==> src/rtl/alu_rr_sched_if.sv <==
// Request/response and shared-ALU signals of alu_rr_sched.
// master = requesters plus the external ALU; slave = the scheduler.
interface alu_rr_sched_if #(parameter int BUS_WIDTH = 8);
    logic [1:0]             req_valid;
    logic [1:0]             req_ready;
    logic [2*BUS_WIDTH-1:0] req_a;
    logic [2*BUS_WIDTH-1:0] req_b;
    logic [1:0]             req_cin;
    logic [7:0]             req_opcode;
    logic [1:0]             resp_valid;
    logic [1:0]             resp_ready;
    logic [BUS_WIDTH-1:0]   resp_y;
    logic [4:0]             resp_flags;
    logic                   busy;
    logic [BUS_WIDTH-1:0]   alu_a;
    logic [BUS_WIDTH-1:0]   alu_b;
    logic                   alu_cin;
    logic [3:0]             alu_opcode;
    logic [BUS_WIDTH-1:0]   alu_y;
    logic                   alu_cout;
    logic                   alu_borrow;
    logic                   alu_invalid_op;
    logic                   alu_zero;
    logic                   alu_parity;

    modport master (
        output req_valid, req_a, req_b, req_cin, req_opcode, resp_ready,
               alu_y, alu_cout, alu_borrow, alu_invalid_op, alu_zero, alu_parity,
        input  req_ready, resp_valid, resp_y, resp_flags, busy,
               alu_a, alu_b, alu_cin, alu_opcode
    );

    modport slave (
        input  req_valid, req_a, req_b, req_cin, req_opcode, resp_ready,
               alu_y, alu_cout, alu_borrow, alu_invalid_op, alu_zero, alu_parity,
        output req_ready, resp_valid, resp_y, resp_flags, busy,
               alu_a, alu_b, alu_cin, alu_opcode
    );
endinterface

==> src/rtl/alu_rr_sched.sv <==
// Round-robin arbiter sharing one combinational ALU between two requesters;
// one operation in flight: IDLE (accept) -> EXEC (ALU evaluates) -> RESP (return).
module alu_rr_sched #(
    parameter int BUS_WIDTH = 8
) (
    input logic           clk,
    input logic           rst,
    alu_rr_sched_if.slave bus
);
    typedef enum logic [1:0] {IDLE, EXEC, RESP} state_e;

    state_e               state_q, state_d;
    logic                 last_q, last_d;
    logic                 grant_q, grant_d;
    logic [BUS_WIDTH-1:0] a_q, a_d, b_q, b_d, y_q, y_d;
    logic                 cin_q, cin_d;
    logic [3:0]           op_q, op_d;
    logic [4:0]           flags_q, flags_d;
    logic                 win;
    logic [1:0]           rdy, rvld;
    logic                 bsy;

    always_ff @(posedge clk) begin
        if (rst) begin
            state_q <= IDLE;
            last_q  <= 1'b1;
            grant_q <= 1'b0;
            a_q     <= '0;
            b_q     <= '0;
            cin_q   <= 1'b0;
            op_q    <= '0;
            y_q     <= '0;
            flags_q <= '0;
        end else begin
            state_q <= state_d;
            last_q  <= last_d;
            grant_q <= grant_d;
            a_q     <= a_d;
            b_q     <= b_d;
            cin_q   <= cin_d;
            op_q    <= op_d;
            y_q     <= y_d;
            flags_q <= flags_d;
        end
    end

    always_comb begin
        state_d = state_q;
        last_d  = last_q;
        grant_d = grant_q;
        a_d     = a_q;
        b_d     = b_q;
        cin_d   = cin_q;
        op_d    = op_q;
        y_d     = y_q;
        flags_d = flags_q;
        rdy     = 2'b00;
        rvld    = 2'b00;
        bsy     = 1'b0;
        // Requester 1 wins when alone, or when both contend and 0 was served last.
        win     = bus.req_valid[1] & (~bus.req_valid[0] | ~last_q);
        case (state_q)
            IDLE: begin
                // Reset masks ready so a coincident handshake never appears.
                if (!rst && (bus.req_valid != 2'b00)) begin
                    rdy     = win ? 2'b10 : 2'b01;
                    grant_d = win;
                    last_d  = win;
                    a_d     = win ? bus.req_a[2*BUS_WIDTH-1:BUS_WIDTH] : bus.req_a[BUS_WIDTH-1:0];
                    b_d     = win ? bus.req_b[2*BUS_WIDTH-1:BUS_WIDTH] : bus.req_b[BUS_WIDTH-1:0];
                    cin_d   = win ? bus.req_cin[1] : bus.req_cin[0];
                    op_d    = win ? bus.req_opcode[7:4] : bus.req_opcode[3:0];
                    state_d = EXEC;
                end
            end
            EXEC: begin
                bsy     = 1'b1;
                y_d     = bus.alu_y;
                flags_d = {bus.alu_invalid_op, bus.alu_parity, bus.alu_zero,
                           bus.alu_borrow, bus.alu_cout};
                state_d = RESP;
            end
            RESP: begin
                bsy  = 1'b1;
                rvld = grant_q ? 2'b10 : 2'b01;
                if (bus.resp_ready[grant_q]) state_d = IDLE;
            end
            default: state_d = IDLE;
        endcase
    end

    assign bus.req_ready  = rdy;
    assign bus.resp_valid = rvld;
    assign bus.busy       = bsy;
    assign bus.resp_y     = y_q;
    assign bus.resp_flags = flags_q;
    assign bus.alu_a      = a_q;
    assign bus.alu_b      = b_q;
    assign bus.alu_cin    = cin_q;
    assign bus.alu_opcode = op_q;
endmodule

==> src/flat_wrapper.sv <==
// flat-port wrapper written by rule: the top's interface ports become plain ports
module alu_rr_sched_flat 
#(
    parameter int BUS_WIDTH = 8
)
  (clk, rst, bus_req_valid, bus_req_a, bus_req_b, bus_req_cin, bus_req_opcode, bus_resp_ready, bus_alu_y, bus_alu_cout, bus_alu_borrow, bus_alu_invalid_op, bus_alu_zero, bus_alu_parity, bus_req_ready, bus_resp_valid, bus_resp_y, bus_resp_flags, bus_busy, bus_alu_a, bus_alu_b, bus_alu_cin, bus_alu_opcode);
  alu_rr_sched_if #(.BUS_WIDTH(BUS_WIDTH)) bus_i ();
  input logic clk;
  input logic rst;
  input wire logic [$bits(bus_i.req_valid)-1:0] bus_req_valid;
  input wire logic [$bits(bus_i.req_a)-1:0] bus_req_a;
  input wire logic [$bits(bus_i.req_b)-1:0] bus_req_b;
  input wire logic [$bits(bus_i.req_cin)-1:0] bus_req_cin;
  input wire logic [$bits(bus_i.req_opcode)-1:0] bus_req_opcode;
  input wire logic [$bits(bus_i.resp_ready)-1:0] bus_resp_ready;
  input wire logic [$bits(bus_i.alu_y)-1:0] bus_alu_y;
  input wire logic [$bits(bus_i.alu_cout)-1:0] bus_alu_cout;
  input wire logic [$bits(bus_i.alu_borrow)-1:0] bus_alu_borrow;
  input wire logic [$bits(bus_i.alu_invalid_op)-1:0] bus_alu_invalid_op;
  input wire logic [$bits(bus_i.alu_zero)-1:0] bus_alu_zero;
  input wire logic [$bits(bus_i.alu_parity)-1:0] bus_alu_parity;
  output wire logic [$bits(bus_i.req_ready)-1:0] bus_req_ready;
  output wire logic [$bits(bus_i.resp_valid)-1:0] bus_resp_valid;
  output wire logic [$bits(bus_i.resp_y)-1:0] bus_resp_y;
  output wire logic [$bits(bus_i.resp_flags)-1:0] bus_resp_flags;
  output wire logic [$bits(bus_i.busy)-1:0] bus_busy;
  output wire logic [$bits(bus_i.alu_a)-1:0] bus_alu_a;
  output wire logic [$bits(bus_i.alu_b)-1:0] bus_alu_b;
  output wire logic [$bits(bus_i.alu_cin)-1:0] bus_alu_cin;
  output wire logic [$bits(bus_i.alu_opcode)-1:0] bus_alu_opcode;
  assign bus_i.req_valid = bus_req_valid;
  assign bus_i.req_a = bus_req_a;
  assign bus_i.req_b = bus_req_b;
  assign bus_i.req_cin = bus_req_cin;
  assign bus_i.req_opcode = bus_req_opcode;
  assign bus_i.resp_ready = bus_resp_ready;
  assign bus_i.alu_y = bus_alu_y;
  assign bus_i.alu_cout = bus_alu_cout;
  assign bus_i.alu_borrow = bus_alu_borrow;
  assign bus_i.alu_invalid_op = bus_alu_invalid_op;
  assign bus_i.alu_zero = bus_alu_zero;
  assign bus_i.alu_parity = bus_alu_parity;
  assign bus_req_ready = bus_i.req_ready;
  assign bus_resp_valid = bus_i.resp_valid;
  assign bus_resp_y = bus_i.resp_y;
  assign bus_resp_flags = bus_i.resp_flags;
  assign bus_busy = bus_i.busy;
  assign bus_alu_a = bus_i.alu_a;
  assign bus_alu_b = bus_i.alu_b;
  assign bus_alu_cin = bus_i.alu_cin;
  assign bus_alu_opcode = bus_i.alu_opcode;
  alu_rr_sched #(.BUS_WIDTH(BUS_WIDTH)) u_core (.clk(clk), .rst(rst), .bus(bus_i));
endmodule
==> config.mk <==
export PLATFORM = sky130hd
export DESIGN_NAME = alu_rr_sched_flat
export DESIGN_NICKNAME = d
export VERILOG_FILES = /design/src/rtl/alu_rr_sched_if.sv /design/src/rtl/alu_rr_sched.sv /design/src/flat_wrapper.sv
export SDC_FILE = /design/constraint.sdc
export NUM_CORES = 1
export LEC_CHECK = 0
export CORE_UTILIZATION = 38
export DETAILED_ROUTE_END_ITERATION = 7
export PLACE_DENSITY = 0.84
export REMOVE_ABC_BUFFERS = 1
export SLEW_MARGIN = 10
export SYNTH_ARGS = -nofsm -noshare
export SYNTH_HDL_FRONTEND = slang
export SYNTH_SLANG_ARGS = --single-unit
==> constraint.sdc <==
create_clock -name clk -period 1.57 [get_ports clk]
set_input_delay 0.314 -clock clk [delete_from_list [all_inputs] [get_ports clk]]
set_output_delay 0.314 -clock clk [all_outputs]
set_load 0.02 [all_outputs]
==> results.cfg <==
[die]
pin_count = 100
dieArea_um2 = 4950
dieHeight_um = 70.4
rows = 24
initial_utilization = 0.402
core_um2 = 4410
die_w_um = 70.4

[drt]
dr.pass1.iters = 4
drc = 0
wl_mm = 4.76
antenna_left = 0
wl_per_cell_um = 14.3
vias = 1573
via_per_inst = 4.74
drt_iter0_markers = 44

[place]
gp_congestion = 0.772
port_buffers = 99
dp_hpwl_mm = 3.47
dp_cells = 321

[logic_synthesis]
synth_cell_types = 22
ys_ff_latch = 38
syn-cell-area_um2 = 1780
ys_warn_count = 0
seq_area_frac_synth = 0.428
netlist_instances = 166
avgSynthCellArea_um2 = 10.7

[final_layout]
num-nets-final = 344
num_antenna_cells = 0
final_common_cell = clkdlybuf4s50_1
drive_above_1_share = 0.157
fin_util = 0.707
syn_to_final_growth_pct = 75.9
final_cell_mix = 59 x clkdlybuf4s50_1, 57 x mux2i_1, 36 x dfxtp_1
final_cells = 332

[timing]
rsz0062_at_grt = true
fin_crit_sh = 0.978
fmax_ghz = 0.651
fin_skew_ns = 0.00724
final.setup.tns_ns = 0
timing.final.crit_period_ns = 1.54
slew_headroom = 0.727
setup_viol = 0
worst_pin_slew_ns = 0.410
hold_viol = 0
maxSlewViolCount = 0

[worst_setup_path]
worstSetupPathType = reg -> out
crit_buf_inv = 1
crit_fanout = 2
start_kind = flip-flop
regToRegEndpoint = u_core.bus.alu_a[5]
required_ns = 1.26
reg2reg_slack_ns = 0.06
worstSetupEndpointType = output pin
critPathArrivalTime_ns = 1.22
rr_startpoint = u_core.state_q[1]
critical-path-top-delay-family = buffers and inverters
path_cells = clkdlybuf4s50_1
crit_slowest_cell = clkdlybuf4s50_1
reg2reg_depth = 8
cpPeakStageDelay_ns = 0.62

[power_and_ir_drop]
comb_power_share = 0.357
power_density_nw_per_um2 = 915
clockPowerShare = 0.241
sw_frac_of_total = 0.299
intPower_mw = 2.00
p_total_mw = 2.86
ir_drop_mv = 0.517
power_switching_mw = 0.856
cellLeakagePower_nw = 1.67
seqPwrFrac = 0.403

[clock_network]
cts_num_sinks = 38
cts_htree_levels = 2
clk_latency_ns = 0.28
cts.root.buffer_cell = clkbuf_8
cts_buffers = 5
postCtsHoldBufs = 0
tritoncts = built
clock_path_buffers = 2
clkTransAtPathRegs_ns = 0.07

[run]
maxCapViolations = 0

[worst_hold_path]
min_from = u_core.bus.alu_a[0]
holdPathStages = 2
hold_path.class = reg -> reg
min_to = u_core.bus.alu_a[0]

[run_status]
status = finished clean

[global_routing]
grt_first_pass_wirelength_mm = 7.47
grt_max_degree = 34
antenna_found_initial = 0
grt_usage = 0.193
grt_pass1_vias = 1612
overflow = 0
## through the flow
step | area, µm² | setup slack (ns) | hold WS (ns)
after CTS | 2990 | -0.00417 | 0.475
final | 3120 | 0.0345 | 0.470
after global routing | 3120 | -0.0441 | 0.488
after floorplan | 1710 | -0.242 | 0.383
after global placement | 2880 | -0.517 | 0.458
after detailed placement | 2880 | -0.535 | 0.464
## worst reg2reg max path: stages, from the launching register on
cell	delay [ns]
dfxtp_2	0.33
inv_2	0.07
ha_4	0.14
nand2b_1	0.08
buf_4	0.14
buf_4	0.13
nor2_4	0.17
clkbuf_16	0.20
mux2i_1	0.17
## Yosys cell counts
library cell | instances | area, µm²
mux2i_1 | 57 | 571
dfxtp_1 | 38 | 761
nand2b_1 | 24 | 150
nor2_1 | 14 | 52.6
buf_6 | 4 | 45.0
clkbuf_1 | 4 | 15.0
ha_1 | 4 | 50.1
inv_1 | 3 | 11.3
a21oi_1 | 2 | 10.0
buf_2 | 2 | 10.0
nor2b_1 | 2 | 12.5
o21ai_0 | 2 | 10.0
a211oi_1 | 1 | 7.51
a21boi_4 | 1 | 18.8
a21o_1 | 1 | 7.51
a22oi_1 | 1 | 7.51
and2_1 | 1 | 6.26
nand3_1 | 1 | 5.00
nand3b_1 | 1 | 7.51
nor2_2 | 1 | 6.26
nor3_1 | 1 | 5.00
or2_2 | 1 | 6.26
## repair_timing
action                                  CTS  global route
pin swaps                                 2             3
resized for setup                        39            39
gates cloned                              0             1
setup buffers                             2             0
endpoints found under the setup margin   28            36
## sequential cells by signal, indices dropped and copies added (netlist names)
signal and count:
u_core.bus.alu_a 8, u_core.bus.alu_b 8, u_core.bus.resp_y 8, u_core.bus.resp_flags 5, u_core.bus.alu_opcode 4, u_core.state_q 2, u_core.bus.alu_cin 1, u_core.grant_q 1
u_core.last_q 1
## worst max path at each step
stage,cells past startpoint,slack (ns),from,endpoint
finish,1,0.03,u_core.bus.alu_a[1],bus_alu_a[1]
global route,6,-0.04,u_core.state_q[1],bus_req_ready[1]
CTS,6,-0.004,u_core.state_q[1],bus_req_ready[1]
detailed placement,5,-0.53,bus_req_valid[0],bus_req_ready[1]
global placement,4,-0.52,rst,bus_req_ready[0]
floorplan,5,-0.24,u_core.state_q[0],u_core.bus.alu_a[0]
## cell type report
cell class | count | area, µm²
Inverter | 3 | 11.3
Multi-Input combinational cell | 115 | 986
Sequential cell | 38 | 763
Clock inverter | 1 | 5.00
Clock buffer | 7 | 86.3
Tap cell | 52 | 65.1
Timing Repair Buffer | 116 | 1210
Fill cell | 338 | 1290
## power groups by stage
stage          registers (mW)  clock network, mW  logic (mW)
3_3_place_gp             1.17                  0       0.981
2_1_floorplan            1.31                  0       0.333
5_1_grt                  1.17              0.761        1.09
3_5_place_dp             1.17                  0        1.00
4_1_cts                  1.15              0.709        1.01
6_report                 1.15              0.688        1.02
## cells by family after synthesis
group           Yosys count  share of synthesized area
buf+inv                  13                     0.0458
fa+ha+maj                 4                     0.0282
flops                    38                      0.428
mux                      57                      0.321
simple gates             46                      0.142
compound gates            8                     0.0345
## layer usage
layer	global-route usage	up-vias	routed length, µm
met3	0.0505	16	261
met1	0.224	709	1920
met2	0.331	63	2450
li1	-	785	-
met4	0.0867	0	121
met5	0	-	0
Power figures use the tool's default switching activity.
